`src/rtl/vga_timing_gen_if.sv`:
```
// Raster timing bundle between the timing generator and its video consumers.
// Latency: n/a (wires only).
// Backpressure: none; pix_en gates the raster, irq_ack clears the interrupt.
// Ports: pix_en/irq_ack drive the generator; the sync, decode, counter, strobe
// and interrupt outputs come back from it.
interface vga_timing_gen_if #(
  parameter int CNT_W   = 11,
  parameter int FRAME_W = 16
);
  logic               pix_en;
  logic               irq_ack;
  logic               hsync;
  logic               vsync;
  logic               video_on;
  logic [CNT_W-1:0]   pixel_column;
  logic [CNT_W-1:0]   pixel_row;
  logic               line_start;
  logic               frame_start;
  logic [FRAME_W-1:0] frame_cnt;
  logic               vblank_irq;

  // Generator side.
  modport master (
    input  pix_en, irq_ack,
    output hsync, vsync, video_on, pixel_column, pixel_row,
           line_start, frame_start, frame_cnt, vblank_irq
  );

  // Consumer / CPU side.
  modport slave (
    output pix_en, irq_ack,
    input  hsync, vsync, video_on, pixel_column, pixel_row,
           line_start, frame_start, frame_cnt, vblank_irq
  );
endinterface

```
`src/rtl/vga_timing_gen.sv`:
```
// Parametrised display timing generator: raster counters, syncs, strobes, frame count, vblank irq.
// Latency: every output is a flop, aligned with the (h,v) it presents; one clk from pix_en to step.
// Backpressure: pix_en=0 freezes the raster and zeroes strobes; irq_ack clears the sticky irq.
// Ports: clk, rstn (sync, active-low), vif (master modport): pix_en, irq_ack in;
// hsync, vsync, video_on, pixel_column, pixel_row, line_start, frame_start,
// frame_cnt, vblank_irq out.
module vga_timing_gen #(
  parameter int H_ACTIVE = 1024,
  parameter int H_FP     = 24,
  parameter int H_SYNC   = 136,
  parameter int H_BP     = 144,
  parameter int V_ACTIVE = 768,
  parameter int V_FP     = 3,
  parameter int V_SYNC   = 6,
  parameter int V_BP     = 29,
  parameter bit HS_POL   = 1'b0,
  parameter bit VS_POL   = 1'b0,
  parameter int CNT_W    = 11,
  parameter int FRAME_W  = 16
) (
  input  logic             clk,
  input  logic             rstn,
  vga_timing_gen_if.master vif
);

  localparam int H_TOTAL   = H_ACTIVE + H_FP + H_SYNC + H_BP;
  localparam int V_TOTAL   = V_ACTIVE + V_FP + V_SYNC + V_BP;
  localparam int MAX_TOTAL = (H_TOTAL > V_TOTAL) ? H_TOTAL : V_TOTAL;

  localparam logic [CNT_W-1:0] H_LAST   = CNT_W'(H_TOTAL - 1);
  localparam logic [CNT_W-1:0] V_LAST   = CNT_W'(V_TOTAL - 1);
  localparam logic [CNT_W-1:0] H_ACT_C  = CNT_W'(H_ACTIVE);
  localparam logic [CNT_W-1:0] V_ACT_C  = CNT_W'(V_ACTIVE);
  localparam logic [CNT_W-1:0] HS_BEG_C = CNT_W'(H_ACTIVE + H_FP);
  localparam logic [CNT_W-1:0] HS_END_C = CNT_W'(H_ACTIVE + H_FP + H_SYNC);
  localparam logic [CNT_W-1:0] VS_BEG_C = CNT_W'(V_ACTIVE + V_FP);
  localparam logic [CNT_W-1:0] VS_END_C = CNT_W'(V_ACTIVE + V_FP + V_SYNC);

  if (H_FP < 1 || H_SYNC < 1 || H_BP < 1 || V_FP < 1 || V_SYNC < 1 || V_BP < 1) begin : g_bad_porch
    $error("vga_timing_gen: every porch and sync width must be >= 1");
  end
  if (CNT_W < $clog2(MAX_TOTAL)) begin : g_bad_cnt_w
    $error("vga_timing_gen: CNT_W too narrow for H_TOTAL-1 / V_TOTAL-1");
  end

  logic [CNT_W-1:0]   h_q, h_d;
  logic [CNT_W-1:0]   v_q, v_d;
  logic               run_q, run_d;
  logic               video_on_q, video_on_d;
  logic               hsync_q, hsync_d;
  logic               vsync_q, vsync_d;
  logic               line_start_q, line_start_d;
  logic               frame_start_q, frame_start_d;
  logic [FRAME_W-1:0] frame_cnt_q, frame_cnt_d;
  logic               irq_q, irq_d;
  logic               h_wrap, v_wrap, irq_set;

  assign h_wrap = (h_q == H_LAST);
  assign v_wrap = (v_q == V_LAST);

  always_comb begin
    h_d           = h_q;
    v_d           = v_q;
    run_d         = run_q;
    video_on_d    = video_on_q;
    hsync_d       = hsync_q;
    vsync_d       = vsync_q;
    line_start_d  = 1'b0;
    frame_start_d = 1'b0;
    frame_cnt_d   = frame_cnt_q;
    irq_set       = 1'b0;

    if (vif.pix_en) begin
      run_d = 1'b1;
      // The first enabled step after reset only presents (0,0) with its
      // decodes; the counters already sit at (0,0), so no wrap and no strobe.
      if (run_q) begin
        h_d = h_wrap ? '0 : h_q + CNT_W'(1);
        if (h_wrap) begin
          v_d = v_wrap ? '0 : v_q + CNT_W'(1);
        end
        line_start_d  = h_wrap;
        frame_start_d = h_wrap && v_wrap;
        if (h_wrap && v_wrap) begin
          frame_cnt_d = frame_cnt_q + FRAME_W'(1);
        end
      end else begin
        h_d = '0;
        v_d = '0;
      end
      // Decode from the next position so decodes land together with it.
      video_on_d = (h_d < H_ACT_C) && (v_d < V_ACT_C);
      hsync_d    = ((h_d >= HS_BEG_C) && (h_d < HS_END_C)) ? HS_POL : ~HS_POL;
      vsync_d    = ((v_d >= VS_BEG_C) && (v_d < VS_END_C)) ? VS_POL : ~VS_POL;
      irq_set    = (h_d == '0) && (v_d == V_ACT_C);
    end

    // Ack is a CPU action and is honoured even while the raster is paused;
    // a set on the same edge takes priority so no vblank is ever lost.
    if (irq_set) begin
      irq_d = 1'b1;
    end else if (vif.irq_ack) begin
      irq_d = 1'b0;
    end else begin
      irq_d = irq_q;
    end
  end

  always_ff @(posedge clk) begin
    if (!rstn) begin
      h_q           <= '0;
      v_q           <= '0;
      run_q         <= 1'b0;
      video_on_q    <= 1'b0;
      hsync_q       <= ~HS_POL;
      vsync_q       <= ~VS_POL;
      line_start_q  <= 1'b0;
      frame_start_q <= 1'b0;
      frame_cnt_q   <= '0;
      irq_q         <= 1'b0;
    end else begin
      h_q           <= h_d;
      v_q           <= v_d;
      run_q         <= run_d;
      video_on_q    <= video_on_d;
      hsync_q       <= hsync_d;
      vsync_q       <= vsync_d;
      line_start_q  <= line_start_d;
      frame_start_q <= frame_start_d;
      frame_cnt_q   <= frame_cnt_d;
      irq_q         <= irq_d;
    end
  end

  assign vif.pixel_column = h_q;
  assign vif.pixel_row    = v_q;
  assign vif.video_on     = video_on_q;
  assign vif.hsync        = hsync_q;
  assign vif.vsync        = vsync_q;
  assign vif.line_start   = line_start_q;
  assign vif.frame_start  = frame_start_q;
  assign vif.frame_cnt    = frame_cnt_q;
  assign vif.vblank_irq   = irq_q;

endmodule
```
`src/flat_wrapper.sv`:
```
// flat-port wrapper written by rule: the top's interface ports become plain ports
module vga_timing_gen_flat 
#(
  parameter int H_ACTIVE = 1024,
  parameter int H_FP     = 24,
  parameter int H_SYNC   = 136,
  parameter int H_BP     = 144,
  parameter int V_ACTIVE = 768,
  parameter int V_FP     = 3,
  parameter int V_SYNC   = 6,
  parameter int V_BP     = 29,
  parameter bit HS_POL   = 1'b0,
  parameter bit VS_POL   = 1'b0,
  parameter int CNT_W    = 11,
  parameter int FRAME_W  = 16
)
  (clk, rstn, vif_pix_en, vif_irq_ack, vif_hsync, vif_vsync, vif_video_on, vif_pixel_column, vif_pixel_row, vif_line_start, vif_frame_start, vif_frame_cnt, vif_vblank_irq);
  vga_timing_gen_if #(.CNT_W(CNT_W), .FRAME_W(FRAME_W)) vif_i ();
  input  logic clk;
  input  logic rstn;
  input wire logic [$bits(vif_i.pix_en)-1:0] vif_pix_en;
  input wire logic [$bits(vif_i.irq_ack)-1:0] vif_irq_ack;
  output wire logic [$bits(vif_i.hsync)-1:0] vif_hsync;
  output wire logic [$bits(vif_i.vsync)-1:0] vif_vsync;
  output wire logic [$bits(vif_i.video_on)-1:0] vif_video_on;
  output wire logic [$bits(vif_i.pixel_column)-1:0] vif_pixel_column;
  output wire logic [$bits(vif_i.pixel_row)-1:0] vif_pixel_row;
  output wire logic [$bits(vif_i.line_start)-1:0] vif_line_start;
  output wire logic [$bits(vif_i.frame_start)-1:0] vif_frame_start;
  output wire logic [$bits(vif_i.frame_cnt)-1:0] vif_frame_cnt;
  output wire logic [$bits(vif_i.vblank_irq)-1:0] vif_vblank_irq;
  assign vif_i.pix_en = vif_pix_en;
  assign vif_i.irq_ack = vif_irq_ack;
  assign vif_hsync = vif_i.hsync;
  assign vif_vsync = vif_i.vsync;
  assign vif_video_on = vif_i.video_on;
  assign vif_pixel_column = vif_i.pixel_column;
  assign vif_pixel_row = vif_i.pixel_row;
  assign vif_line_start = vif_i.line_start;
  assign vif_frame_start = vif_i.frame_start;
  assign vif_frame_cnt = vif_i.frame_cnt;
  assign vif_vblank_irq = vif_i.vblank_irq;
  vga_timing_gen #(.H_ACTIVE(H_ACTIVE), .H_FP(H_FP), .H_SYNC(H_SYNC), .H_BP(H_BP), .V_ACTIVE(V_ACTIVE), .V_FP(V_FP), .V_SYNC(V_SYNC), .V_BP(V_BP), .HS_POL(HS_POL), .VS_POL(VS_POL), .CNT_W(CNT_W), .FRAME_W(FRAME_W)) u_core (.clk(clk), .rstn(rstn), .vif(vif_i));
endmodule
```
`config.mk`:
```
export PLATFORM = sky130hd
export DESIGN_NAME = vga_timing_gen_flat
export DESIGN_NICKNAME = d
export VERILOG_FILES = /design/src/rtl/vga_timing_gen_if.sv /design/src/rtl/vga_timing_gen.sv /design/src/flat_wrapper.sv
export SDC_FILE = /design/constraint.sdc
export NUM_CORES = 1
export LEC_CHECK = 0
export BUFFER_PORTS_ARGS = -buffer_cell sky130_fd_sc_hd__clkbuf_2
export CAP_MARGIN = 25
export CORE_MARGIN = 8
export CORE_UTILIZATION = 40
export CTS_CLUSTER_DIAMETER = 30
export DETAILED_ROUTE_END_ITERATION = 8
export SYNTH_ARGS = -nofsm -noshare
export SYNTH_HDL_FRONTEND = slang
export SYNTH_SLANG_ARGS = --single-unit
```
`constraint.sdc`:
```
create_clock -name clk -period 2.79 [get_ports clk]
set_clock_uncertainty 0.2 [all_clocks]
set_input_delay 0.1395 -clock clk [delete_from_list [all_inputs] [get_ports clk]]
set_output_delay 0.1395 -clock clk [all_outputs]
set_load 0.02 [all_outputs]
```
==> metrics, run 1 <==
clock sinks=45; num rows=30; area grow syn2layout=20.8%; Final Slew Violations=0; Ports=48; Synth Area in Adders=0.0180; #FFs+latches synth=45; biggest area consumer among synthesized cells=dfxtp_1; R2R cell count=7; largest net degree at the start of global routing=28; HP Start=vif_pix_en; Hold Vio Cnt, Final=0; Static Leak=1.33 nW; CP Class=flop to flop; initial drt markers=217; via count=2825; DR pass1 iterations=5; Initial Util=0.411; Final Net Count=419; type of origin of the critical path=flop; Max Clk Rate=373 MHz; worst slew margin relative to its limit=0.524; CTS Buffer Depth=2; final wirelength=7.98 mm; fin crit share=0.962; Synth Warn #=0; number of global-route vias before repair=2590; R2R Setup Slk=110 ps; Max VDD drop=0.208 mV; Slew @ Worst Pin=714 ps; Post-synth top flop=dfxtp_1; H-Tree Depth=2; Port Buffers=47; clk_lat worst skew=310 ps; WP data arrival=2690 ps; mux cell area share after synthesis=0.00721; CP Capture Type=flop; status=finished, final reports clean; Ant. Diodes=0; sequential share of the synthesized area=0.325; Post-synth EDFFs=0; RSZ-0062 raised after global routing=no; slowest cell delay on critical path=570 ps; buffer and inverter count on the worst path=1; top cell type's share of synthesized area=0.325; RePlAce Congestion=0.946; Most common cell on crit path=nor4_1; WHS Path Cells=4; fin crit period=2680 ps; Crit Path Max Fanout=9; worst min path class=input pin to flop; Layout Utilization=0.496; Mapped Nets=363; Post-DP Area=3200 um^2; initial antenna violation count=0; via-per-instance ratio=5.74; fraction of registers with async set or reset after synthesis=0; Std-Cell Core Area=6760 um^2; first-pass GRT wire length=13.0 mm; Synth Area per Inst=7.82 um^2; Crit Reg-Reg Startpoint=u_core.vif.pixel_column[7]$_SDFFE_PN0P_; GRT Overall Usage=0.160; TritonCTS buffer count=5; WP depth=7; post-synthesis simple-gate area fraction=0.345; DIE WIDTH=99.3 um; commonest cells in the netlist=dfxtp_1, nand2_1, nor2_1, a21oi_1, clkbuf_1; post-route cell area=3350 um^2; Synth Area in XOR/XNOR=0.0694; critical-path cell list=or4bb_1, nor4_1, buf_4, nand4_1, nor4_1, xnor2_1, nor2_1; Post-Synthesis Cells=355; Final HPWL DP=5.89 mm; CTS tree=done; Compound-Gate Fraction of Synth Area=0.178; DR WL/cell=16.2 um; antenna viol nets, final=0; Die H=99.3 um; die area=9860 um^2; Setup-failing EPs final=0; largest family of logic cells by synthesized area=simple AND/OR/NAND/NOR gates; synth top area cells=dfxtp_1, a21oi_1, nand2_1; post-synthesis cell type count=61; power density over the cells=354 nW/um^2; fraction of layout cells with a size suffix above 1=0.233; clock root buffer=clkbuf_8; r2r endpoint=u_core.vif.frame_cnt[14]$_SDFFE_PN0P_; Post-CTS Setup Bufs=0; number of remaining DRC errors=0; Synth Cell Area=2780 um^2; most frequent cell after synthesis=dfxtp_1; Worst EP required=2800 ps; hold endpoint=u_core.vif.line_start$_SDFF_PN0_; grt ovf=0; slowest CP cell=or4bb_1; Worst path top cell family by delay=simple AND/OR/NAND/NOR gates; TNS Setup=0 ps; Clock transition at path regs=100 ps; Max Cap Violations=0
[worst register-to-register path, cell delays in order, from the launching register on]
cell and delay, ps:
dfxtp_1 410, or4bb_1 570, nor4_1 350, buf_4 190, nand4_1 250, nor4_1 400
xnor2_1 160, nor2_1 60
[flip-flops by register name, summed over array words and instances, names as in the netlist]
register                 count
u_core.vif.video_on          1
u_core.vif.pixel_column     11
u_core.vif.line_start        1
u_core.vif.pixel_row        11
u_core.vif.frame_cnt        16
u_core.vif.vsync             1
u_core.vif.frame_start       1
u_core.vif.vblank_irq        1
u_core.vif.hsync             1
u_core.run_q                 1
[kinds of logic after synthesis]
| logic type | Yosys count |
|---|---|
| adder cells (fa/ha/maj) | 4 |
| AO/OA/AOI/OAI | 77 |
| XOR/XNOR | 22 |
| flip-flops | 45 |
| buffers and inverters | 37 |
| AND/OR/NAND/NOR | 168 |
| multiplexers | 2 |
[worst max-delay path by stage]
stage	endpoint	from	slack [ps]
after floorplan	u_core.vif.vblank_irq$_SDFFE_PN0P_	u_core.vif.pixel_column[0]$_SDFFE_PN0P_	5
after global placement	u_core.vif.vsync$_SDFFE_PN1P_	u_core.vif.pixel_row[1]$_SDFFE_PN0P_	80
after detailed placement	u_core.vif.vblank_irq$_SDFFE_PN0P_	u_core.vif.pixel_column[1]$_SDFFE_PN0P_	110
after CTS	u_core.vif.video_on$_SDFFE_PN0P_	u_core.vif.pixel_column[1]$_SDFFE_PN0P_	90
after global routing	u_core.vif.vsync$_SDFFE_PN1P_	u_core.vif.pixel_column[7]$_SDFFE_PN0P_	0.02
final	u_core.vif.frame_cnt[14]$_SDFFE_PN0P_	u_core.vif.pixel_column[7]$_SDFFE_PN0P_	110
[cell type report]
cell class	instances	area [um^2]
fill	693	3400
multi-input combinational	273	1740
sequential	45	905
timing repair buffer	75	463
tap	80	100
clock buffer	6	82.6
inverter	11	41.3
clock inverter	2	17.5
[stage by stage]
stage | cells | power, mW | worst slack (ps) | hold WS, ps
after floorplan | 355 | 0.707 | 4.56 | 125
after global placement | 482 | 0.736 | 81.6 | 230
after detailed placement | 482 | 0.736 | 105 | 237
after CTS | 492 | 1.20 | 86.3 | 76.3
after global routing | 492 | 1.23 | 0.0242 | 92.9
final | 492 | 1.19 | 107 | 92.4
[per-layer routing]
| layer | wire length, um | global-route usage | vias up |
|---|---|---|---|
| met5 | 0 | 0 | - |
| met2 | 3660 | 0.253 | 84 |
| li1 | - | - | 1407 |
| met3 | 422 | 0.0335 | 10 |
| met1 | 3810 | 0.213 | 1324 |
| met4 | 88 | 0.0442 | 0 |
[repair_timing]
item	CTS	global route
hold buffers	2	0
endpoints found under the hold margin	2	0
setup endpoints to repair	0	4
resized for setup	0	6
[power breakdown]
part,switching [mW],internal [mW],total (mW)
combinational,0.0524,0.0239,0.0763
sequential,0.00339,0.645,0.648
clock,0.255,0.206,0.461
total,0.311,0.875,1.19
[cells in the final DEF, fill, tap and decap left out, types with 3 or more instances in the layout]
master	Yosys	final
xor2_1	10	10
nand4_1	15	15
a21oi_1	28	28
inv_1	11	11
clkbuf_8	0	6
dfxtp_1	45	42
nor3_1	13	13
a211o_1	3	3
dfxtp_2	0	3
or3_1	7	7
and4_1	6	6
nand4b_1	3	3
clkbuf_2	1	47
ha_1	4	3
o21ai_0	15	14
nand2_1	33	33
nand2b_1	3	3
buf_4	0	25
nor4_1	7	6
and3_1	8	8
nor2_1	31	31
a31oi_1	8	8
nor2b_1	7	7
nand3_1	13	13
o211ai_1	3	3
xnor2_1	12	12
and2_1	4	4
Note: power is estimated with default switching activity, not from simulation.
==> inputs of run 2 (changes only) <==
==> constraint.sdc (replaced) <==
create_clock -name clk -period 2.79 [get_ports clk]
set_clock_uncertainty 0.2 [all_clocks]
set_input_delay 0.558 -clock clk [delete_from_list [all_inputs] [get_ports clk]]
set_output_delay 0.558 -clock clk [all_outputs]
set_load 0.02 [all_outputs]
==> run 2 against run 1 <==
Total power grew 5.3%. Die area unchanged. First-iteration DRC count rose by 11%. Worst setup slack lost 91 ps. Critical path depth increased by 1. Cell count is 0.20% higher. Maximum frequency fell by 3.3%. Clock-buffer cell count did not move. Routed wire length is 2.1% higher. Highest routed layer unchanged.
==> metrics, run 2 (same netlist as run 1, synthesis figures left out) <==
antenna viol nets, final=0 (unchanged); DR pass1 iterations=5 (unchanged); Setup-failing EPs final=0 (unchanged); clock share of power=0.422 (+0.033); clock root buffer=clkbuf_8; Slew @ Worst Pin=545 ps (-169 ps); CTS tree=done; combinational share of power=0.059 (-0.005); RePlAce Congestion=0.936 (-1.1%); number of global-route vias before repair=2667 (+3.0%); worst slew margin relative to its limit=0.633 (+0.109); num rows=30 (unchanged); die area=9860 um^2 (unchanged); worst min path class=flop to flop; P_int=0.959 mW (+9.6%); type of origin of the critical path=flop; Max VDD drop=0.234 mV (+13%); Static Leak=1.36 nW (+2.0%); TritonCTS buffer count=5 (unchanged); Final HPWL DP=5.97 mm (+1.4%); Final Net Count=420 (+0.24%); grt ovf=0 (unchanged); Hold Vio Cnt, Final=0 (unchanged); sequential fraction of design power=0.519 (-0.028); largest net degree at the start of global routing=28 (unchanged); first-pass GRT wire length=13.2 mm (+1.4%); Max Cap Violations=0 (unchanged); power density over the cells=369 nW/um^2 (+4.2%); Port Buffers=47 (unchanged); most frequent cells in the layout=clkbuf_2, dfxtp_1, nand2_1; Placed Cells=484 (+0.41%); Clock transition at path regs=90 ps (about the same); via count=2829 (+0.14%); DIE WIDTH=99.3 um (unchanged); fraction of layout cells with a size suffix above 1=0.247 (+0.0140); Initial Util=0.411 (unchanged); Finished Layout Cells=493 (+0.20%); switching pwr=0.291 mW (-6.6%); slowest CP cell=a2111oi_1; flip-flop count of the largest register after layout=16 (unchanged); Max Clk Rate=360 MHz (-3.3%); sw frac=0.233 (-0.0296); fin crit period=2770 ps (+91.1 ps); final wirelength=8.14 mm (+2.1%); H-Tree Depth=2 (unchanged); fin crit share=0.994 (+0.0327); Crit Path Max Fanout=6 (-3); status=finished, final reports clean; Std-Cell Core Area=6760 um^2 (unchanged); cts hold-fix bufs=0 (-2); DR WL/cell=16.5 um (+1.8%); filler cell count in the final layout=694 (+0.14%); Die H=99.3 um (unchanged); initial drt markers=240 (+11%); via-per-instance ratio=5.74 (about the same); CP Class=flop to flop; GRT Overall Usage=0.160 (-0.000210); most common cell after layout, fill and taps aside=clkbuf_2; Worst EP required=2790 ps (about the same); Final Slew Violations=0 (unchanged); hold_ws=301 ps (+209 ps); TNS Setup=0 ps (unchanged); initial antenna violation count=0 (unchanged); final worst slack=15.9 ps (-91.1 ps); number of remaining DRC errors=0 (unchanged); WP data arrival=2770 ps (+80 ps); Ant. Diodes=0 (unchanged); clk_lat worst skew=310 ps (about the same); clock sinks=45 (unchanged); area grow syn2layout=22.1%; slowest cell delay on critical path=510 ps (-60 ps); CTS Buffer Depth=2 (unchanged); CP Capture Type=flop; critical-path cell list=ha_2, and4b_2, nand3_1, o41a_1, and3_1, a2111oi_1, buf_4, a21oi_1; pre-CTS WS=92.1 ps (-13.1 ps); Ports=48 (unchanged)
-- run 2: power groups by stage --
stage	Combinational [mW]	Clock [mW]	Sequential, mW
after CTS	0.0739	0.551	0.648
after floorplan	0.0422	0	0.664
final	0.0743	0.527	0.648
after global routing	0.0800	0.568	0.649
after detailed placement	0.0736	0	0.663
after global placement	0.0743	0	0.663
-- run 2: per-stage QoR --
step / area [um^2] / util / power, mW
after floorplan: 2780 / - / 0.707
after global placement: 3220 / 0.476 / 0.737
after detailed placement: 3220 / 0.476 / 0.737
after CTS: 3340 / 0.494 / 1.27
after global routing: 3390 / 0.502 / 1.30
final: 3390 / 0.502 / 1.25
-- run 2: worst paths after layout --
path | from | end | slack (ps) | cells past startpoint
max | u_core.vif.pixel_column[1]$_SDFFE_PN0P_ | u_core.vif.vsync$_SDFFE_PN1P_ | 20 | 8
min reg2reg | u_core.vif.vblank_irq$_SDFFE_PN0P_ | u_core.vif.vblank_irq$_SDFFE_PN0P_ | 300 | 2
max reg2reg | u_core.vif.pixel_column[1]$_SDFFE_PN0P_ | u_core.vif.vsync$_SDFFE_PN1P_ | 20 | 8
min | u_core.vif.vblank_irq$_SDFFE_PN0P_ | u_core.vif.vblank_irq$_SDFFE_PN0P_ | 300 | 2
-- run 2: layout make-up --
class                           instances  area [um^2]  share of cell area
Multi-Input combinational cell        273         1760               0.519
Sequential cell                        45          905               0.267
Timing Repair Buffer                   76          465               0.137
Tap cell                               80          100              0.0295
Clock buffer                            6         82.6              0.0244
Inverter                               11         41.3              0.0122
Clock inverter                          2         37.5              0.0111
-- run 2: repair_timing --
action                     in CTS  in global routing
hold endpoints to repair        0                  0
buffers inserted                0                  1
setup endpoints to repair       0                  8
gates resized for setup         0                 10
-- run 2: worst max-delay path: cells and delay by family, from the launching register on --
family / cells / cell delay [ps]
DFF: 1 / 380
adders and majority gates: 1 / 260
and+or+nand+nor: 3 / 600
AOI/OAI and AO/OA: 3 / 1030
buffers and inverters: 1 / 190
-- run 2: metal layers --
metal | GRT usage | wire [um] | vias up
met1 | 0.212 | 3720 | 1315
met3 | 0.0300 | 510 | 12
li1 | - | - | 1408
met2 | 0.255 | 3810 | 94
met5 | 0 | 0 | -
met4 | 0.0466 | 106 | 0
